[src/rtl/stream_decoder_top.sv]
`timescale 1ns/1ps
// Stego video decoder: passes video through a 2-entry skid buffer and recovers LSB-packed message bytes; STREAM_DECODER_DROP_CNT_EN adds msg_drop_cnt.
// Latency: 1 cycle from accepted beat to m00 valid; 1 cycle from completed byte to m01 valid.
// Backpressure: s00 stalls only when the video skid buffer is full; a full message FIFO drops bytes instead of stalling video.

module stream_decoder_fifo #(
    parameter int WIDTH = 8,
    parameter int DEPTH = 4
) (
    input  logic             clk,
    input  logic             reset_n,
    input  logic             wr_vld,
    input  logic [WIDTH-1:0] wr_dat,
    output logic             wr_drop,
    output logic             rd_vld,
    input  logic             rd_rdy,
    output logic [WIDTH-1:0] rd_dat
);
    localparam int AW = (DEPTH > 1) ? $clog2(DEPTH) : 1;
    localparam logic [AW-1:0] PTR_LAST = AW'(DEPTH - 1);
    localparam logic [AW:0]   CNT_FULL = (AW+1)'(DEPTH);
    localparam logic [AW:0]   CNT_ONE  = (AW+1)'(1);
    localparam logic [AW-1:0] PTR_ONE  = AW'(1);

    logic [WIDTH-1:0] mem [DEPTH];
    logic [AW-1:0]    wr_ptr;
    logic [AW-1:0]    rd_ptr;
    logic [AW:0]      count;
    logic             full;
    logic             push;
    logic             pop;

    assign full    = (count == CNT_FULL);
    assign rd_vld  = (count != '0);
    assign pop     = rd_vld && rd_rdy;
    // A pop in the same cycle frees the slot, so a push into a full FIFO still lands.
    assign push    = wr_vld && (!full || pop);
    assign wr_drop = wr_vld && full && !pop;
    assign rd_dat  = mem[rd_ptr];

    always_ff @(posedge clk or negedge reset_n) begin
        if (!reset_n) begin
            wr_ptr <= '0;
            rd_ptr <= '0;
            count  <= '0;
            for (int i = 0; i < DEPTH; i++) begin
                mem[i] <= '0;
            end
        end else begin
            if (push) begin
                mem[wr_ptr] <= wr_dat;
                wr_ptr      <= (wr_ptr == PTR_LAST) ? '0 : wr_ptr + PTR_ONE;
            end
            if (pop) begin
                rd_ptr <= (rd_ptr == PTR_LAST) ? '0 : rd_ptr + PTR_ONE;
            end
            if (push && !pop) begin
                count <= count + CNT_ONE;
            end else if (pop && !push) begin
                count <= count - CNT_ONE;
            end
        end
    end
endmodule

module stream_decoder_top #(
    parameter int BITS_PER_PIX    = 24,
    parameter int PIXELS_PER_LINE = 1920,
    parameter int LINES_PER_FRAME = 1080,
    parameter int MSG_FIFO_DEPTH  = 4
) (
    input  logic                    clk,
    input  logic                    reset_n,
    input  logic                    s00_axis_tvalid,
    output logic                    s00_axis_tready,
    input  logic [BITS_PER_PIX-1:0] s00_axis_tdata,
    input  logic                    s00_axis_tlast,
    input  logic [2:0]              s00_axis_tkeep,
    input  logic                    s00_axis_tuser,
    output logic                    m00_axis_tvalid,
    input  logic                    m00_axis_tready,
    output logic [BITS_PER_PIX-1:0] m00_axis_tdata,
    output logic                    m00_axis_tlast,
    output logic [2:0]              m00_axis_tkeep,
    output logic                    m00_axis_tuser,
    output logic                    m01_axis_tvalid,
    output logic [7:0]              m01_axis_tdata,
    output logic                    m01_axis_tlast,
    input  logic                    m01_axis_tready,
    output logic                    msg_overflow
`ifdef STREAM_DECODER_DROP_CNT_EN
    ,
    output logic [15:0]             msg_drop_cnt
`endif
);
    localparam int PW = (PIXELS_PER_LINE > 1) ? $clog2(PIXELS_PER_LINE) : 1;
    localparam int LW = (LINES_PER_FRAME > 1) ? $clog2(LINES_PER_FRAME) : 1;
    localparam logic [PW-1:0] PIX_LAST  = PW'(PIXELS_PER_LINE - 1);
    localparam logic [LW-1:0] LINE_LAST = LW'(LINES_PER_FRAME - 1);
    localparam logic [PW-1:0] PIX_ONE   = PW'(1);
    localparam logic [LW-1:0] LINE_ONE  = LW'(1);

    typedef struct packed {
        logic [BITS_PER_PIX-1:0] tdata;
        logic                    tlast;
        logic [2:0]              tkeep;
        logic                    tuser;
    } beat_t;

    // Video skid buffer: buf0 is always the head presented on m00.
    beat_t      in_beat;
    beat_t      buf0;
    beat_t      buf1;
    logic [1:0] vid_cnt;
    logic       rdy_en;
    logic       vid_push;
    logic       vid_pop;

    assign in_beat         = {s00_axis_tdata, s00_axis_tlast, s00_axis_tkeep, s00_axis_tuser};
    assign s00_axis_tready = rdy_en && (vid_cnt != 2'd2);
    assign vid_push        = s00_axis_tvalid && s00_axis_tready;
    assign m00_axis_tvalid = (vid_cnt != 2'd0);
    assign vid_pop         = m00_axis_tvalid && m00_axis_tready;
    assign m00_axis_tdata  = buf0.tdata;
    assign m00_axis_tlast  = buf0.tlast;
    assign m00_axis_tkeep  = buf0.tkeep;
    assign m00_axis_tuser  = buf0.tuser;

    always_ff @(posedge clk or negedge reset_n) begin
        if (!reset_n) begin
            rdy_en  <= 1'b0;
            vid_cnt <= 2'd0;
            buf0    <= '0;
            buf1    <= '0;
        end else begin
            rdy_en <= 1'b1;
            case ({vid_push, vid_pop})
                2'b10: begin
                    if (vid_cnt == 2'd0) begin
                        buf0 <= in_beat;
                    end else begin
                        buf1 <= in_beat;
                    end
                    vid_cnt <= vid_cnt + 2'd1;
                end
                2'b01: begin
                    buf0    <= buf1;
                    vid_cnt <= vid_cnt - 2'd1;
                end
                2'b11: begin
                    if (vid_cnt == 2'd1) begin
                        buf0 <= in_beat;
                    end else begin
                        buf0 <= buf1;
                        buf1 <= in_beat;
                    end
                end
                default: ;
            endcase
        end
    end

    // Message extraction; a tuser beat restarts position and byte alignment on itself.
    logic [PW-1:0] pix_cnt;
    logic [PW-1:0] cur_pix;
    logic [LW-1:0] line_cnt;
    logic [LW-1:0] cur_line;
    logic [7:0]    shift_reg;
    logic [7:0]    base_sr;
    logic [7:0]    new_sr;
    logic [2:0]    bit_cnt;
    logic [2:0]    base_cnt;
    logic          line_end;
    logic          frame_end;
    logic          byte_done;
    logic          msg_push;
    logic          msg_drop;
    logic [8:0]    msg_rd_dat;

    always_comb begin
        cur_pix   = s00_axis_tuser ? '0 : pix_cnt;
        cur_line  = s00_axis_tuser ? '0 : line_cnt;
        base_sr   = s00_axis_tuser ? 8'h00 : shift_reg;
        base_cnt  = s00_axis_tuser ? 3'd0 : bit_cnt;
        new_sr    = base_sr;
        new_sr[3'd7 - base_cnt] = s00_axis_tdata[0];
        byte_done = (base_cnt == 3'd7);
        line_end  = s00_axis_tlast || (cur_pix == PIX_LAST);
        frame_end = s00_axis_tlast && (cur_line == LINE_LAST);
        msg_push  = vid_push && (byte_done || frame_end);
    end

    always_ff @(posedge clk or negedge reset_n) begin
        if (!reset_n) begin
            pix_cnt   <= '0;
            line_cnt  <= '0;
            shift_reg <= 8'h00;
            bit_cnt   <= 3'd0;
        end else if (vid_push) begin
            pix_cnt <= line_end ? '0 : cur_pix + PIX_ONE;
            if (line_end) begin
                line_cnt <= (cur_line == LINE_LAST) ? '0 : cur_line + LINE_ONE;
            end else begin
                line_cnt <= cur_line;
            end
            if (byte_done || frame_end) begin
                shift_reg <= 8'h00;
                bit_cnt   <= 3'd0;
            end else begin
                shift_reg <= new_sr;
                bit_cnt   <= base_cnt + 3'd1;
            end
        end
    end

    stream_decoder_fifo #(
        .WIDTH (9),
        .DEPTH (MSG_FIFO_DEPTH)
    ) u_msg_fifo (
        .clk     (clk),
        .reset_n (reset_n),
        .wr_vld  (msg_push),
        .wr_dat  ({frame_end, new_sr}),
        .wr_drop (msg_drop),
        .rd_vld  (m01_axis_tvalid),
        .rd_rdy  (m01_axis_tready),
        .rd_dat  (msg_rd_dat)
    );

    assign {m01_axis_tlast, m01_axis_tdata} = msg_rd_dat;

    always_ff @(posedge clk or negedge reset_n) begin
        if (!reset_n) begin
            msg_overflow <= 1'b0;
        end else if (msg_drop) begin
            msg_overflow <= 1'b1;
        end
    end

`ifdef STREAM_DECODER_DROP_CNT_EN
    always_ff @(posedge clk or negedge reset_n) begin
        if (!reset_n) begin
            msg_drop_cnt <= 16'h0000;
        end else if (msg_drop && (msg_drop_cnt != 16'hFFFF)) begin
            msg_drop_cnt <= msg_drop_cnt + 16'h0001;
        end
    end
`endif
endmodule

[config.mk]
export PLATFORM = sky130hd
export DESIGN_NAME = stream_decoder_top
export DESIGN_NICKNAME = d
export VERILOG_FILES = /design/src/rtl/stream_decoder_top.sv
export SDC_FILE = /design/constraint.sdc
export NUM_CORES = 1
export LEC_CHECK = 0
export BUFFER_PORTS_ARGS = -buffer_cell sky130_fd_sc_hd__buf_2
export CORE_AREA = 2 2 166 168
export CTS_CLUSTER_SIZE = 14
export DETAILED_ROUTE_END_ITERATION = 8
export DIE_AREA = 0 0 168 170
export MAX_ROUTING_LAYER = met4
export PLACE_DENSITY = 0.45
export SLEW_MARGIN = 20
export SYNTH_ARGS = -nofsm -noshare
export SYNTH_HDL_FRONTEND = slang
export SYNTH_HIERARCHICAL = 1
export SYNTH_SLANG_ARGS = --single-unit
[constraint.sdc]
create_clock -name clk -period 8.88 [get_ports clk]
set_clock_uncertainty 0.1 [all_clocks]
set_input_delay 1.776 -clock clk [delete_from_list [all_inputs] [get_ports clk]]
set_output_delay 1.776 -clock clk [all_outputs]
set_load 0.1 [all_outputs]
==> metrics.yaml, run 1 <==
outcome: "finished, final reports clean"
critPathBufInv: 2
gp_congestion: 0.768
async_flop_share_pct: 100
holdPathStages: 2
root_buffer: "clkbuf_16"
slowest_delay_ns: 0.38
initial_utilization_pct: 24.7
final_nets: 685
hold_class: "reg -> reg"
die_h_um: 170
synth_cell_types: 55
grt_pass1_wl_mm: 25.7
dieArea_mm2: 0.0286
final_common_cell: "dfrtp_1"
ant_nets: 0
synth.avg_cell_area_um2: 11.7
path_max_fanout: 32
fin_crit_sh_pct: 51.4
clk_path_buf_depth: 2
largest-register: "u_msg_fifo/mem"
drt-pass1-iter-count: 4
fmax_mhz: 219
htreeDepth: 4
ys_warn_count: 6
synth-edff-count: 0
rows: 60
slew_headroom_pct: 45.7
drive_gt1_share_pct: 32.0
cp.required_ns: 9.12
grt_pass1_vias: 4856
final_cell_mix: "dfrtp_1 (138), buf_2 (74), mux2_2 (69)"
finalHoldViolCount: 0
cp-start-kind: "input port"
netlist_area_mm2: 0.00658
dpl.hpwl_mm: 10.2
worst_pin_slew_ns: 0.815
p_leak_uw: 0.00366
grt_overflow_total: 0
setup_viol: 0
layoutNonFillerInstCount: 987
slew_viol_final: 0
critPathTopFamily: "simple AND/OR/NAND/NOR gates"
yosysTopAreaCellShare_pct: 52.5
die_w_um: 168
clk_latency_ns: 0.42
n_fill_cell: 2680
drc: 0
ys_seq_area_share_pct: 52.5
crit_cells: 14
wl_per_cell_um: 15.5
cpMaxStageDelayCell: "fa_1"
grt_use_total_pct: 11.7
cts_setup_buffers: 0
tns_ns: 0
postSynthCellCount: 564
worstPathCellList: "buf_2 > nor2b_1 > ha_1 > and4bb_2 > and3_1 > a21oi_1 > nor2_1 > nor2b_1 > ha_1 > inv_1 > fa_1 > xor2_1 > nor2_1 > xor2_1"
syn-num-nets: 615
final_area_mm2: 0.00794
routed_wl_mm: 15.3
end_kind: "flop"
drtIter0Drc: 233
r2r_cells: 10
drv_cap: 0
io_pins: 76
worstSetupPathType: "in -> reg"
diodes: 0
cts_sinks: 138
place_area_mm2: 0.00733
synth-seq-cells: 138
yosys.area.top_type: "dfrtp_1"
cts_made_buffers: 17
vias_per_cell: 4.63
power.density_mw_per_mm2: 333
cts_hold_buf: 0
cp.arrival_ns: 4.81
antenna_found_initial: 0
period_needed_ns: 4.57
peakVddDrop_mv: 0.149
port_buffers: 75
synth_ff_type: "dfrtp_1"
cts_resized: 0
dp.cells: 956
area_delta_synth_final_pct: 20.7
grt_max_degree: 77
core_area_mm2: 0.0267
clkSlewWorstSetupHoldPaths_ns: 0.06
grt_setup_unrepaired: "no"
netlist_top_cells_area: "dfrtp_1 (52%), mux2_2 (12%), o21ai_0 (4.0%)"
cts_tree: "built"
largest_register_ffs: 36
vias: 4571
[where the power goes]
group | total, uW | internal, uW | switching (uW) | leakage (uW)
Clock | 732 | 450 | 282 | 0.000281
Combinational | 989 | 261 | 728 | 0.00158
Sequential | 925 | 796 | 129 | 0.00179
Total | 2650 | 1510 | 1140 | 0.00366
[worst register-to-register path: cells and delay by family (launching register included)]
kind	cells	cell delay, ns
AOI/OAI and AO/OA	1	0.51
adders and majority gates	2	0.53
buffers and inverters	4	1.35
DFF	1	0.41
muxes	1	0.40
and+or+nand+nor	2	0.13
[through the flow]
| stage | hold WS (ns) | util [%] | total power [uW] | setup WS [ns] |
|---|---|---|---|---|
| after global placement | 0.350 | 27.5 | 1910 | 4.04 |
| after detailed placement | 0.366 | 27.5 | 1940 | 3.90 |
| after floorplan | 0.345 | - | 1730 | 4.20 |
| final | 0.371 | 29.8 | 2650 | 4.31 |
| after CTS | 0.381 | 29.8 | 2690 | 4.32 |
| after global routing | 0.403 | 29.8 | 2810 | 4.05 |
[logic make-up (layout without fill, tap and decap cells)]
kind of cell	Yosys count	count (layout)	synth area share (%)
AND/OR/NAND/NOR	144	144	11.8
flip-flops	138	138	52.5
AO/OA/AOI/OAI	129	129	12.9
multiplexers	86	86	16.1
buffers and inverters	43	125	2.51
adder cells (fa/ha/maj)	17	17	3.35
XOR/XNOR	6	6	0.799
other	1	1	0.0570
[synthesized netlist by cell type (all sizes together) (2+ instances only)]
library cell and count:
dfrtp 138, mux2 69, nand2 62, o21ai 52, a22oi 29, clkbuf 25, nor2 25, ha 16
a21oi 14, inv 13, a22o 11, nor2b 11, mux4 9, mux2i 8, nand3 7, o31ai 6
nand4 5, nor3b 5, and3 4, and4b 4, buf 4, nand4b 4, nor3 4, xnor2 4
o211ai 3, a211o 2, a21o 2, a31oi 2, a32o 2, and2 2, nand2b 2, nand3b 2
nor4 2, o2bb2ai 2, o311ai 2, xor2 2
[final cells by class]
cell class | instances | area [um^2] | share of cell area [%]
clock buffer | 18 | 439 | 5.53
clock inverter | 13 | 168 | 2.11
inverter | 14 | 52.6 | 0.662
multi-input combinational | 383 | 2980 | 37.6
sequential | 138 | 3450 | 43.5
tap | 341 | 427 | 5.37
timing repair buffer | 80 | 419 | 5.28
[layer usage]
layer  share of wire, %  vias to the layer above  global-route usage, %
met5                  0                        -                      -
met4               0.60                        0                   3.36
met3                3.7                        8                   2.60
met2                 47                      101                   19.0
met1                 49                     2278                   14.6
li1                   -                     2184                      -
[path summary, 6_finish.rpt]
path / start / endpoint / slack (ns)
max reg2reg: vid_cnt[0] / buf1[13] / 5.34
max in group asynchronous: reset_n / u_msg_fifo/mem[16] / 6.08
min reg2reg: m00_axis_tdata[3] / m00_axis_tdata[3] / 0.37
min in group asynchronous: reset_n / m00_axis_tdata[20] / 1.29
min: m00_axis_tdata[3] / m00_axis_tdata[3] / 0.37
max: s00_axis_tuser / u_msg_fifo/count[2] / 4.31
Note: power is estimated with default switching activity, not from simulation.
==> inputs of run 2 (changes only) <==
--- a/config.mk
+++ b/config.mk
@@ -11,7 +11,7 @@
 export DETAILED_ROUTE_END_ITERATION = 8
 export DIE_AREA = 0 0 168 170
 export MAX_ROUTING_LAYER = met4
-export PLACE_DENSITY = 0.45
+export PLACE_DENSITY = 0.47
 export SLEW_MARGIN = 20
 export SYNTH_ARGS = -nofsm -noshare
 export SYNTH_HDL_FRONTEND = slang
==> constraint.sdc (replaced) <==
create_clock -name clk -period 3.9 [get_ports clk]
set_clock_uncertainty 0.1 [all_clocks]
set_input_delay 0.78 -clock clk [delete_from_list [all_inputs] [get_ports clk]]
set_output_delay 0.78 -clock clk [all_outputs]
set_load 0.1 [all_outputs]
==> metrics.yaml, run 2 (synthesized netlist as in run 1, its figures left out) <==
grt_max_degree: 59  # was 77
layoutNonFillerInstCount: 996  # was 987
power.density_mw_per_mm2: 745  # was 333 mW/mm^2
drv_cap: 0  # unchanged
cts_sinks: 138  # unchanged
grt_pass1_wl_mm: 25.4  # was 25.7 mm
dieArea_mm2: 0.0286  # unchanged
largest-register: "u_msg_fifo/mem"  # unchanged
final_common_cell: "dfrtp_1"  # unchanged
vias_per_cell: 4.58  # was 4.63
seq_area_mm2: 0.00345  # unchanged
grt_pass1_vias: 4694  # was 4856
clk_latency_ns: 0.42  # about the same
outcome: "finished, final reports clean"  # unchanged
r2r_start: "line_cnt[0]"  # was vid_cnt[0]
ant_nets: 0  # unchanged
cts_tree: "built"  # unchanged
end_kind: "flop"  # unchanged
dp.cells: 965  # was 956
slew_viol_final: 0  # unchanged
drive_gt1_share_pct: 32.8  # was 32.0%
drtIter0Drc: 260  # was 233
period_needed_ns: 3.30
hold_class: "in -> async"  # was reg -> reg
rrSetupSlack_ns: 0.62  # was 5.34 ns
place_area_mm2: 0.00741  # was 0.00733 mm^2
gp_congestion: 0.746  # was 0.768
clk_path_buf_depth: 2  # unchanged
finalHoldViolCount: 0  # unchanged
cp-start-kind: "input port"  # unchanged
cts_resized: 0  # unchanged
area_delta_synth_final_pct: 21.1  # was 20.7%
die_h_um: 170  # unchanged
htreeDepth: 4  # unchanged
routed_wl_mm: 15.1  # was 15.3 mm
r2r_cells: 13  # was 10
cts_setup_buffers: 0  # unchanged
core_area_mm2: 0.0267  # unchanged
cp.arrival_ns: 3.54  # was 4.81 ns
worst_slack_ns: 0.603  # was 4.31 ns
p_leak_uw: 0.00368  # was 0.00366 uW
grt_setup_unrepaired: "no"  # unchanged
dpl.hpwl_mm: 9.94  # was 10.2 mm
cts_hold_buf: 0  # unchanged
die_w_um: 168  # unchanged
initial_utilization_pct: 24.7  # unchanged
setup_viol: 0  # unchanged
root_buffer: "clkbuf_16"  # unchanged
cts_made_buffers: 17  # unchanged
port_buffers: 75  # unchanged
dp_slack_ns: 0.129  # was 3.90 ns
multi_input_area_mm2: 0.00298  # about the same
antenna_found_initial: 0  # unchanged
fmax_mhz: 303
slew_headroom_pct: 54.6  # was 45.7%
largest_register_ffs: 36  # unchanged
rows: 60  # unchanged
peakVddDrop_mv: 0.249  # was 0.149 mV
final_nets: 694  # was 685
worstSetupPathType: "in -> reg"  # unchanged
n_fill_cell: 2729  # was 2680
final_cell_mix: "dfrtp_1 (138), buf_2 (74), mux2_2 (69)"  # unchanged
worst_pin_slew_ns: 0.677  # was 0.815 ns
clkSlewWorstSetupHoldPaths_ns: 0.06  # about the same
fin_util_pct: 29.9  # was 29.8%
drt-pass1-iter-count: 6  # was 4
grt_use_total_pct: 11.5  # was 11.7%
path_max_fanout: 6  # was 32
grt_overflow_total: 0  # unchanged
diodes: 0  # unchanged
drc: 0  # unchanged
cp.required_ns: 4.14  # was 9.12 ns
wl_per_cell_um: 15.1  # was 15.5 um
r2r-end: "u_msg_fifo/count[2]"  # was buf1[13]
io_pins: 76  # unchanged
tns_ns: 0  # unchanged
fin_crit_sh_pct: 84.5
vias: 4563  # was 4571
final_area_mm2: 0.00797  # was 0.00794 mm^2
## run 2: worst max-delay path, cell delays in order
cell      delay, ns
buf_2          0.12
nor2b_1        0.11
ha_1           0.23
and4bb_2       0.27
and3_1         0.22
a21oi_1        0.10
nor2_1         0.31
nor2b_1        0.30
ha_1           0.23
inv_1          0.06
fa_1           0.37
xor2_1         0.15
nor2_1         0.11
xor2_1         0.16
## run 2: power by group
group / internal, uW / switching (uW)
registers: 1810 / 287
logic: 607 / 1650
clock network: 887 / 688
total: 3310 / 2630
## run 2: how the worst max path moves through the flow
stage / start / end / slack, ns
finish: s00_axis_tuser / u_msg_fifo/count[2] / 0.60
global route: line_cnt[0] / u_msg_fifo/count[2] / 0.28
CTS: line_cnt[0] / u_msg_fifo/count[2] / 0.59
detailed placement: s00_axis_tuser / u_msg_fifo/count[2] / 0.13
global placement: s00_axis_tuser / u_msg_fifo/count[2] / 0.27
floorplan: vid_cnt[0] / buf1[10] / 0.16
## run 2: cell type report
cell class / instances / area share (%)
Inverter: 14 / 0.659
Timing Repair Buffer: 89 / 6.26
Tap cell: 341 / 5.35
Clock buffer: 17 / 5.34
Clock inverter: 14 / 1.71
Sequential cell: 138 / 43.3
Multi-Input combinational cell: 383 / 37.3
## run 2: stage by stage
step	hold WS (ns)	total power, uW
after floorplan	0.345	3940
after global placement	0.349	4400
after detailed placement	0.353	4420
after CTS	0.200	6020
after global routing	0.218	6280
final	0.187	5940
## run 2: routing by layer
metal	track usage, %	share of wire [%]
met5	-	0
met4	3.44	1.3
met3	2.77	4.1
met2	17.6	45
met1	15.3	50
